--- config.mk ---
export PLATFORM = sky130hd
export DESIGN_NAME = deslocador_seq
export DESIGN_NICKNAME = d
export VERILOG_FILES = /design/src/rtl/deslocador_seq.sv
export SDC_FILE = /design/constraint.sdc
export NUM_CORES = 1
export LEC_CHECK = 0
export BUFFER_PORTS_ARGS = -buffer_cell sky130_fd_sc_hd__buf_2
export CORE_UTILIZATION = 40
export DETAILED_ROUTE_END_ITERATION = 8
export HOLD_SLACK_MARGIN = 0.06
export SETUP_SLACK_MARGIN = 0.3
export SKIP_CTS_REPAIR_TIMING = 1
export SYNTH_ARGS = -nofsm -noshare
export SYNTH_HDL_FRONTEND = slang
export SYNTH_SLANG_ARGS = --single-unit
--- constraint.sdc ---
create_clock -name clk -period 3.2 [get_ports clk]
set_input_delay 0.16 -clock clk [delete_from_list [all_inputs] [get_ports clk]]
set_output_delay 0.16 -clock clk [all_outputs]
set_load 0.01 [all_outputs]
--- src/rtl/deslocador_seq.sv ---
// rtl/deslocador_seq.sv - multi-cycle shifter/rotator that moves one bit per clock
module deslocador_seq #(
  parameter int WIDTH   = 32,
  parameter int SHAMT_W = 5
) (
  input  logic             clk,
  input  logic             rst_n,
  input  logic             start,
  input  logic [WIDTH-1:0] E,
  input  logic [7:0]       control,
  output logic [WIDTH-1:0] R,
  output logic             busy,
  output logic             done
);

  localparam logic [1:0] IDLE  = 2'd0;
  localparam logic [1:0] SHIFT = 2'd1;
  localparam logic [1:0] DONE  = 2'd2;

  logic [1:0]         state;
  logic [SHAMT_W-1:0] count;
  logic [2:0]         mode;     // latched control[7:5]: rotate, left, logical
  logic [WIDTH-1:0]   step_r;

  // One-bit step of the latched operation applied to the current R.
  always_comb begin
    step_r = R;
    if (mode[2]) begin
      if (mode[1]) step_r = {R[WIDTH-2:0], R[WIDTH-1]};
      else         step_r = {R[0], R[WIDTH-1:1]};
    end else if (mode[0]) begin
      if (mode[1]) step_r = {R[WIDTH-2:0], 1'b0};
      else         step_r = {1'b0, R[WIDTH-1:1]};
    end else begin
      // sign-preserving: MSB stays put, the remaining bits shift with zero fill
      if (mode[1]) step_r = {R[WIDTH-1], R[WIDTH-3:0], 1'b0};
      else         step_r = {R[WIDTH-1], 1'b0, R[WIDTH-2:1]};
    end
  end

  always_ff @(posedge clk) begin
    if (!rst_n) begin
      state <= IDLE;
      R     <= '0;
      count <= '0;
      mode  <= '0;
    end else begin
      case (state)
        SHIFT: begin
          R     <= step_r;
          count <= count - SHAMT_W'(1);
          if (count == SHAMT_W'(1)) state <= DONE;
        end
        IDLE, DONE: begin
          if (start) begin
            R     <= E;
            mode  <= control[7:5];
            count <= control[SHAMT_W-1:0];
            state <= (control[SHAMT_W-1:0] == '0) ? DONE : SHIFT;
          end else begin
            state <= IDLE;
          end
        end
        default: state <= IDLE;
      endcase
    end
  end

  assign busy = (state == SHIFT);
  assign done = (state == DONE);

endmodule

==> impl_metrics.env, run 1 <==
export IMPL_drt_iter0_drc=137
export IMPL_timing_critical_path_from="state[0]"
export IMPL_floorplan_rows=28
export IMPL_finalNetCount=359
export IMPL_area_sequential_sq_um=842.1
export IMPL_finalWeightedCongestion=0.7355
export IMPL_final_setup_viol_count=0
export IMPL_synth_edff_count=0
export IMPL_multi_input_area_sq_mm=0.001435
export IMPL_power_density_cell_area_mw_per_mm2=524.8
export IMPL_synth_net_count=298
export IMPL_die_boundary_width_um=80.82
export IMPL_filler_cell_count=599
export IMPL_total_clock_buffers_created_by_cts=5
export IMPL_top_usage_layer="met2"
export IMPL_layout_cells_most_common_list="76 x buf_2, 41 x dfxtp_1, 31 x o21ai_0"
export IMPL_finalHoldWorstSlack_ns=0.1114
export IMPL_cp_start_kind="register"
export IMPL_path_cells="buf_4, nand2b_4, nand2_2, o21ai_0, nor2_1"
export IMPL_cts_buffer_depth=2
export IMPL_ctsRootBufferMaster="clkbuf_8"
export IMPL_die_area_sq_mm=0.006531
export IMPL_floorplan_initialDensity_pct=41.72
export IMPL_grt_first_pass_wirelength_um=10070
export IMPL_peakVddDrop_v=0.0002112
export IMPL_tritoncts="yes"
export IMPL_synthToLayoutAreaGrowth_pct=16.72
export IMPL_synth_avg_cell_area_sq_um=9.822
export IMPL_synth_seq_cells=42
export IMPL_worst_path_max_delay_cell="dfxtp_2"
export IMPL_layout_cells_non_filler=390
export IMPL_clock_transition_at_the_register_clock_pins_on_the_worst_setup_and_hold_paths_after_cts_ns=0.08
export IMPL_synth_async_sr_flop_share_pct=0
export IMPL_detailed_place_hpwl_um=4049
export IMPL_synthCells=253
export IMPL_layout_min_cycle_time_ns=2.276
export IMPL_grt_util_all_layers_pct=19.98
export IMPL_ioPinCount=77
export IMPL_first_global_vias=1990
export IMPL_grt_max_degree=46
export IMPL_globalRoute_totalOverflow=0
export IMPL_grt_util_met2_pct=30.42
export IMPL_synth_area_sq_mm=0.002485
export IMPL_core_region_area_sq_mm=0.005956
export IMPL_length_of_the_first_detailed_routing_pass_in_iterations=4
export IMPL_tns_ns=0
export IMPL_gr_usage_met3_pct=3.708
export IMPL_synth_flop_cell="dfxtp_1"
export IMPL_worst_path_buf_inv=1
export IMPL_route_vias_total=2128
export IMPL_via_per_inst=5.456
export IMPL_buffer_ports_inserted=76
export IMPL_max_slew_margin_pct=45.11
export IMPL_crit_family="simple AND/OR/NAND/NOR gates"
export IMPL_place_inst=382
export IMPL_critical_path_max_stage_delay_ns=0.64
export IMPL_routed_wl_um=6178
export IMPL_grt_antenna_before_repair=0
export IMPL_timing_reg2reg_worst_path_depth=5
export IMPL_drv_cap=0
export IMPL_timing_rr_end="R[19]"
export IMPL_min_delay_path_class="input port to register"
export IMPL_groute_layer_met1_usage_pct=28.36
export IMPL_worst_r2r_setup_slack_ns=0.92
export IMPL_finalMaxSlewViolations=0
export IMPL_skew_ns=0.01056
export IMPL_die_y_um=80.82
export IMPL_average_wire_length_per_cell_after_detail_routing_um=15.84
export IMPL_clk_insertion_delay_late_ns=0.30
export IMPL_cts_max_level=2
export IMPL_seq_area_frac_synth_pct=33.84
export IMPL_clock_sink_count=42
export IMPL_critical_path_peak_fanout=35
export IMPL_maxClockFrequency_ghz=0.4394
export IMPL_route_antenna_remaining_nets=0
export IMPL_end_kind="register"
export IMPL_fin_crit_sh_pct=71.12
export IMPL_crit_type="register to register"
export IMPL_p_leak_uw=0.001239
export IMPL_netlist_cell_type_count=45
export IMPL_worst_setup_path_end="R[19]"
export IMPL_crit_required_ns=3.38
export IMPL_drive_above_1_share_pct=46.03
export IMPL_worstMarginPinSlew_ns=0.8216
export IMPL_critPathArrivalTime_ns=2.45
export IMPL_status="finished, final reports clean"
export IMPL_layout_commonest_cell="buf_2"
export IMPL_worstReg2RegStart="state[0]"
export IMPL_antenna_diode_count=0
export IMPL_drcViolationCount=0
export IMPL_timing_hold_violations_final=0
export IMPL_grt_setup_unrepaired="no"
export IMPL_critical_path_cell_count=5
export IMPL_yosys_warnings=0
synth_stat cells (2+ instances only):
cell	instances	share of area, %
a21boi_0	4	1.2
a21boi_1	2	0.60
a21oi_1	2	0.40
a221oi_1	3	1.1
a221oi_2	26	16
buf_2	6	1.2
buf_4	3	0.91
buf_6	10	4.5
clkbuf_1	5	0.76
dfxtp_1	42	34
ha_1	2	1.0
inv_1	3	0.45
mux2_1	2	0.91
mux2_2	27	12
nand2_1	15	2.3
nand3_1	5	1.0
nor2_1	30	4.5
nor2b_1	2	0.50
o211ai_1	4	1.2
o21ai_0	31	6.2
o21ai_1	5	1.0
layer usage:
layer	wire length (um)	vias to the layer above
met1	3094	1005
met3	263	7
met5	0	-
met2	2750	48
met4	70	0
li1	-	1068
worst min-delay path by stage:
stage / startpoint / endpoint / slack (ns) / depth (start not counted)
after global placement: E[26] / R[26] / 0.41 / 3
after global routing: control[7] / mode[2] / 0.11 / 3
after CTS: control[7] / mode[2] / 0.11 / 3
after detailed placement: E[3] / R[3] / 0.42 / 3
after floorplan: control[5] / mode[0] / 0.30 / 2
final: E[9] / R[9] / 0.11 / 3
power by group:
part | switching, uW | total [uW] | leakage, uW | internal [uW]
Sequential | 75.6 | 664 | 0.000349 | 588
Combinational | 242 | 444 | 0.000838 | 202
Clock | 181 | 415 | 0.0000524 | 234
cells by family (layout without fill, tap and decap cells):
group	after synthesis	after routing	synth area share [%]
AO/OA/AOI/OAI	86	86	30.61
XOR/XNOR	1	1	0.3525
adder cells (fa/ha/maj)	2	2	1.007
buffers and inverters	29	91	8.409
flip-flops	42	42	33.84
multiplexers	30	30	13.54
AND/OR/NAND/NOR	63	63	12.24
state kept, by name (all words and copies together), names as in the netlist:
signal / count
mode: 3
state: 2
count: 5
R: 32
layout make-up:
cell class | instances | share of cell area (%)
sequential | 42 | 29.03
timing repair buffer | 79 | 13.89
clock buffer | 7 | 2.632
multi-input combinational | 182 | 49.48
tap | 75 | 3.236
clock inverter | 1 | 1.035
inverter | 4 | 0.6903
per-stage QoR:
| stage | setup slack, ns | instance area (sq um) | utilization (%) | total power, uW |
|---|---|---|---|---|
| final | 0.9240 | 2900 | 48.70 | 1522 |
| after global routing | 0.7351 | 2900 | 48.70 | 1611 |
| after CTS | 0.9055 | 2900 | 48.70 | 1535 |
| after detailed placement | 0.9641 | 2794 | 46.91 | 1121 |
| after global placement | 0.9873 | 2794 | 46.91 | 1113 |
| after floorplan | 1.920 | 2485 | - | 1000 |
tightest hold or removal path: stages:
cell      delay (ns)
buf_2           0.08
a221oi_2        0.04
nor2_1          0.09
No activity file was read; power rests on OpenSTA's default activity.
==> run 2, diff against run 1 <==
--- a/config.mk
+++ b/config.mk
@@ -9,6 +9,7 @@
 export CORE_UTILIZATION = 40
 export DETAILED_ROUTE_END_ITERATION = 8
 export HOLD_SLACK_MARGIN = 0.06
+export PLACE_DENSITY = 0.67
 export SETUP_SLACK_MARGIN = 0.3
 export SKIP_CTS_REPAIR_TIMING = 1
 export SYNTH_ARGS = -nofsm -noshare
==> constraint.sdc (replaced) <==
create_clock -name clk -period 2 [get_ports clk]
set_input_delay 0.1 -clock clk [delete_from_list [all_inputs] [get_ports clk]]
set_output_delay 0.1 -clock clk [all_outputs]
set_load 0.01 [all_outputs]
==> impl_metrics.env, run 2 (synthesized netlist as in run 1, its figures left out) <==
export IMPL_clk_insertion_delay_late_ns=0.29
export IMPL_core_region_area_sq_mm=0.005956
export IMPL_worstHoldPathCells=3
export IMPL_tritoncts="yes"
export IMPL_length_of_the_first_detailed_routing_pass_in_iterations=4
export IMPL_critPathArrivalTime_ns=1.70
export IMPL_crit_type="register to register"
export IMPL_timing_reg2reg_worst_path_depth=5
export IMPL_die_boundary_width_um=80.82
export IMPL_ctsRootBufferMaster="clkbuf_8"
export IMPL_end_kind="register"
export IMPL_total_clock_buffers_created_by_cts=5
export IMPL_layout_cells_most_common_list="76 x buf_2, 41 x dfxtp_1, 31 x o21ai_0"
export IMPL_cp_start_kind="register"
export IMPL_final_area_sq_mm=0.002965
export IMPL_drt_iter0_drc=171
export IMPL_route_antenna_remaining_nets=0
export IMPL_layout_min_cycle_time_ns=1.530
export IMPL_timing_critical_path_mode_cell="o21ai_0"
export IMPL_grt_max_degree=41
export IMPL_via_per_inst=5.640
export IMPL_drive_above_1_share_pct=47.20
export IMPL_skew_ns=0.004824
export IMPL_fin_crit_sh_pct=76.49
export IMPL_average_wire_length_per_cell_after_detail_routing_um=15.96
export IMPL_finalWeightedCongestion=0.7651
export IMPL_maxClockFrequency_ghz=0.6537
export IMPL_globalRoute_totalOverflow=0
export IMPL_floorplan_rows=28
export IMPL_drcViolationCount=0
export IMPL_ioPinCount=77
export IMPL_timing_rr_end="R[31]"
export IMPL_detailed_place_area_sq_mm=0.002824
export IMPL_hold_path_end="R[3]"
export IMPL_drv_cap=0
export IMPL_final_setup_viol_count=0
export IMPL_routed_wl_um=6338
export IMPL_cts_buffer_depth=2
export IMPL_filler_cell_count=570
export IMPL_die_y_um=80.82
export IMPL_regMostFlops="R"
export IMPL_worst_path_max_delay_cell="buf_4"
export IMPL_first_global_vias=2136
export IMPL_tns_ns=0
export IMPL_finalNetCount=366
export IMPL_peakVddDrop_v=0.0003375
export IMPL_min_delay_path_class="input port to register"
export IMPL_grt_antenna_before_repair=0
export IMPL_buffer_ports_inserted=76
export IMPL_cts_max_level=2
export IMPL_grt_first_pass_wirelength_um=10200
export IMPL_floorplan_initialDensity_pct=41.72
export IMPL_min_delay_start="E[3]"
export IMPL_crit_family="buffers and inverters"
export IMPL_die_area_sq_mm=0.006531
export IMPL_worstReg2RegStart="state[0]"
export IMPL_clock_sink_count=42
export IMPL_power_density_cell_area_mw_per_mm2=816.8
export IMPL_flip_flop_count_of_the_largest_register_after_layout=32
export IMPL_route_vias_total=2239
export IMPL_antenna_diode_count=0
export IMPL_worst_r2r_setup_slack_ns=0.47
export IMPL_status="finished, final reports clean"
export IMPL_timing_hold_violations_final=0
export IMPL_synthToLayoutAreaGrowth_pct=19.34
export IMPL_path_cells="nand2b_2, buf_4, o21ai_0, o2111ai_1, o21ai_0"
export IMPL_crit_required_ns=2.17
export IMPL_worst_path_buf_inv=1
export IMPL_grt_setup_unrepaired="no"
export IMPL_grt_util_all_layers_pct=20.06
export IMPL_max_slew_margin_pct=55.21
export IMPL_p_leak_uw=0.001276
export IMPL_layout_top_registers="R: 32 flops, count: 5 flops, mode: 3 flops"
export IMPL_clock_transition_at_the_register_clock_pins_on_the_worst_setup_and_hold_paths_after_cts_ns=0.08
export IMPL_layout_commonest_cell="buf_2"
export IMPL_worstMarginPinSlew_ns=0.6719
export IMPL_critical_path_peak_fanout=30
export IMPL_critical_path_max_stage_delay_ns=0.47
export IMPL_detailed_place_hpwl_um=4161
export IMPL_finalMaxSlewViolations=0
[run 2: cell types whose count changed in the layout (fill, tap and decap cells not counted)]
cell / before / now
buf_4: 3 / 7
nor2_4: 0 / 1
clkbuf_8: 5 / 8
dlygate4sd3_1: 0 / 2
clkbuf_1: 2 / 0
bufinv_16: 1 / 0
[run 2: cell type report]
cell class	count	area, sq um	area share (%)
inverter	4	20.02	0.6751
multi-input combinational	183	1446	48.78
timing repair buffer	85	452.9	15.27
sequential	42	842.1	28.40
tap	75	93.84	3.165
clock buffer	8	110.1	3.713
[run 2: routing by layer]
layer	track usage [%]	wire length, um	part of all wire, %	up-vias
li1	-	-	-	1086
met1	27.41	3120	49	1067
met2	31.18	2742	43	79
met3	4.270	387	6.1	7
met4	6.786	87	1.4	0
met5	0	0	0	-
[run 2: per-stage QoR]
stage / setup slack (ns) / hold WS, ns / power [uW] / utilization [%] / instances
6_report: 0.4702 / 0.06087 / 2422 / 49.79 / 397
3_5_place_dp: 0.4287 / 0.3544 / 1800 / 47.42 / 386
3_3_place_gp: 0.4590 / 0.3553 / 1784 / 47.42 / 386
4_1_cts: 0.4112 / 0.05528 / 2426 / 49.26 / 394
5_1_grt: 0.3567 / 0.06220 / 2578 / 49.79 / 397
2_1_floorplan: 0.7198 / 0.2449 / 1601 / - / 253
[run 2: worst max path at each step]
stage	from	endpoint	slack, ns	cells past startpoint
2_1_floorplan	mode[1]	R[1]	0.72	5
3_3_place_gp	state[0]	R[0]	0.46	5
3_5_place_dp	state[0]	R[0]	0.43	5
4_1_cts	state[0]	R[0]	0.41	5
5_1_grt	state[0]	R[31]	0.36	5
6_report	state[0]	R[31]	0.47	5
[run 2: report_power, final]
part | switching, uW | internal, uW | total (uW)
registers | 106 | 941 | 1050
clock network | 279 | 349 | 628
logic | 412 | 335 | 747
total | 798 | 1620 | 2420
[run 2: worst register-to-register path, stage by stage (launching register included)]
cell and delay, ns:
dfxtp_2 0.37, nand2b_2 0.16, buf_4 0.47, o21ai_0 0.22
o2111ai_1 0.10, o21ai_0 0.10
==> run 3, diff against run 2 <==
--- a/config.mk
+++ b/config.mk
@@ -5,11 +5,12 @@
 export SDC_FILE = /design/constraint.sdc
 export NUM_CORES = 1
 export LEC_CHECK = 0
+export ABC_AREA = 1
 export BUFFER_PORTS_ARGS = -buffer_cell sky130_fd_sc_hd__buf_2
 export CORE_UTILIZATION = 40
 export DETAILED_ROUTE_END_ITERATION = 8
 export HOLD_SLACK_MARGIN = 0.06
-export PLACE_DENSITY = 0.67
+export PLACE_DENSITY = 0.69
 export SETUP_SLACK_MARGIN = 0.3
 export SKIP_CTS_REPAIR_TIMING = 1
 export SYNTH_ARGS = -nofsm -noshare
==> constraint.sdc (replaced) <==
create_clock -name clk -period 1.29 [get_ports clk]
set_input_delay 0.0645 -clock clk [delete_from_list [all_inputs] [get_ports clk]]
set_output_delay 0.0645 -clock clk [all_outputs]
set_load 0.01 [all_outputs]
==> impl_metrics.env, run 3 <==
export IMPL_synth_area_sq_mm=0.002180
export IMPL_drt_iter0_drc=219
export IMPL_synthToLayoutAreaGrowth_pct=51.15
export IMPL_area_sequential_sq_um=847.1
export IMPL_peakVddDrop_v=0.0006132
export IMPL_p_leak_uw=0.001439
export IMPL_flip_flop_count_of_the_largest_register_after_layout=32
export IMPL_max_slew_margin_pct=82.74
export IMPL_layout_commonest_cell="buf_2"
export IMPL_worst_setup_path_end="busy"
export IMPL_globalRoute_totalOverflow=0
export IMPL_post_layout_total_power_uw=4000
export IMPL_synth_net_count=375
export IMPL_fin_crit_sh_pct=93.00
export IMPL_timing_rr_end="state[0]"
export IMPL_cp_start_kind="register"
export IMPL_layout_cells_most_common_list="76 x buf_2, 55 x nor2_1, 42 x o21ai_1"
export IMPL_cts_buffer_depth=2
export IMPL_critPathArrivalTime_ns=1.14
export IMPL_synth_commonest_cells="72 x o21ai_0, 59 x nor2_1, 46 x a21oi_1"
export IMPL_filler_cell_count=464
export IMPL_synth_flop_cell="dfxtp_1"
export IMPL_core_region_area_sq_mm=0.005172
export IMPL_ctsRootBufferMaster="clkbuf_8"
export IMPL_final_area_sq_mm=0.003294
export IMPL_grt_util_all_layers_pct=23.56
export IMPL_min_delay_path_class="input port to register"
export IMPL_die_boundary_width_um=75.82
export IMPL_synth_edff_count=0
export IMPL_finalHoldWorstSlack_ns=0.03663
export IMPL_yosysMostFrequentCell="o21ai_0"
export IMPL_via_per_inst=5.417
export IMPL_route_antenna_remaining_nets=0
export IMPL_netlist_cell_type_count=17
export IMPL_crit_required_ns=1.23
export IMPL_synth_async_sr_flop_share_pct=0
export IMPL_grt_antenna_before_repair=0
export IMPL_clock_transition_at_the_register_clock_pins_on_the_worst_setup_and_hold_paths_after_cts_ns=0.08
export IMPL_grt_max_degree=33
export IMPL_end_kind="output port"
export IMPL_drcViolationCount=0
export IMPL_worstMarginPinSlew_ns=0.2589
export IMPL_timing_critical_path_from="state[0]"
export IMPL_finalMaxSlewViolations=0
export IMPL_finalWeightedCongestion=0.8559
export IMPL_regMostFlops="R"
export IMPL_timing_hold_violations_final=0
export IMPL_clk_insertion_delay_late_ns=0.30
export IMPL_final_setup_viol_count=0
export IMPL_synth_seq_cells=42
export IMPL_routed_wl_um=7224
export IMPL_power_density_cell_area_mw_per_mm2=1214
export IMPL_synthCells=330
export IMPL_yosys_warnings=0
export IMPL_length_of_the_first_detailed_routing_pass_in_iterations=5
export IMPL_average_wire_length_per_cell_after_detail_routing_um=14.48
export IMPL_netlist_top_cells_area="dfxtp_1 39%, o21ai_0 17%, a21oi_1 11%, nor2_1 10%, o21ai_1 6.7%"
export IMPL_seq_area_frac_synth_pct=38.58
export IMPL_worstReg2RegStart="state[0]"
export IMPL_total_clock_buffers_created_by_cts=5
export IMPL_layout_top_registers="R: 32 flops, count: 5 flops, mode: 3 flops"
export IMPL_maxClockFrequency_ghz=0.8335
export IMPL_yosysTopAreaCellShare_pct=38.58
export IMPL_multi_input_area_sq_mm=0.001354
export IMPL_drv_cap=0
export IMPL_worst_r2r_setup_slack_ns=0.10
export IMPL_layout_min_cycle_time_ns=1.200
export IMPL_die_area_sq_mm=0.005748
export IMPL_tritoncts="yes"
export IMPL_buffer_ports_inserted=76
export IMPL_grt_first_pass_wirelength_um=10410
export IMPL_floorplan_initialDensity_pct=42.14
export IMPL_clock_sink_count=42
export IMPL_min_delay_start="E[14]"
export IMPL_cts_max_level=2
export IMPL_critical_path_peak_fanout=6
export IMPL_crit_type="register to output port"
export IMPL_finalNetCount=473
export IMPL_ioPinCount=77
export IMPL_route_vias_total=2703
export IMPL_antenna_diode_count=0
export IMPL_die_y_um=75.82
export IMPL_grt_setup_unrepaired="yes"
export IMPL_skew_ns=0.008544
export IMPL_first_global_vias=2234
export IMPL_timing_reg2reg_worst_path_depth=7
export IMPL_status="finished, final reports clean"
export IMPL_detailed_place_hpwl_um=4409
export IMPL_layout_utilization_pct=63.69
export IMPL_synth_area_leader_cell="dfxtp_1"
export IMPL_synth_avg_cell_area_sq_um=6.605
export IMPL_floorplan_rows=26
export IMPL_drive_above_1_share_pct=36.13
export IMPL_detailed_place_area_sq_mm=0.002679
-- run 3: changes by cell type after synthesis, sizes merged, moves of 3 or more --
cell	delta
nor2	+28
a21boi	-7
a221oi	-29
nand3	+7
clkbuf	+6
mux2	-29
inv	+13
nand2b	-3
nand2	+8
buf	-7
a21oi	+44
o21ai	+65
-- run 3: cells by family (layout without fill, tap and decap cells) --
family                     count (synthesis)  after routing  synth area share, %
AOI/OAI and AO/OA                        150            150                34.73
adders and majority gates                  2              2                1.148
DFF                                       42             42                38.58
buffers and inverters                     41            140                7.692
and+or+nand+nor                           95             95                17.85
-- run 3: worst min path at each step --
stage / endpoint / slack [ns] / cells past startpoint
after floorplan: mode[0] / 0.23 / 2
after global placement: mode[2] / 0.32 / 3
after detailed placement: mode[2] / 0.33 / 3
after CTS: mode[2] / 0.02 / 3
after global routing: R[1] / 0.06 / 3
final: R[14] / 0.04 / 3
-- run 3: cell type report --
| type | instances | area share (%) |
|---|---|---|
| flip-flops and latches | 42 | 25.71 |
| multi-input cells | 247 | 41.09 |
| well taps | 70 | 2.659 |
| inverters | 17 | 2.317 |
| clock buffers | 8 | 3.342 |
| repair buffers | 115 | 24.88 |
-- run 3: worst max-delay path: stages, from the launching register on --
cell,delay (ns)
dfxtp_4,0.43
nand2_8,0.09
buf_12,0.14
inv_2,0.06
buf_2,0.12
-- run 3: power breakdown --
part           internal (uW)  switching [uW]  total [uW]
combinational            601             733        1330
sequential              1460             191        1650
clock                    541             473        1010
total                   2600            1400        4000
-- run 3: metal layers --
metal | routed length [um] | part of all wire [%] | GRT usage, % | up-vias
met4 | 123 | 1.7 | 4.938 | 0
met2 | 3488 | 48 | 39.33 | 116
li1 | - | - | - | 1322
met1 | 3151 | 44 | 30.84 | 1248
met3 | 461 | 6.4 | 5.688 | 17
met5 | 0 | 0 | 0 | -
-- run 3: stage by stage --
step	std cells	TNS, ns	setup slack [ns]
finish	499	0	0.09024
global route	499	0	0.04807
CTS	474	-0.05734	-0.05659
detailed placement	466	0	0.02093
global placement	466	0	0.07454
floorplan	330	0	0.2826
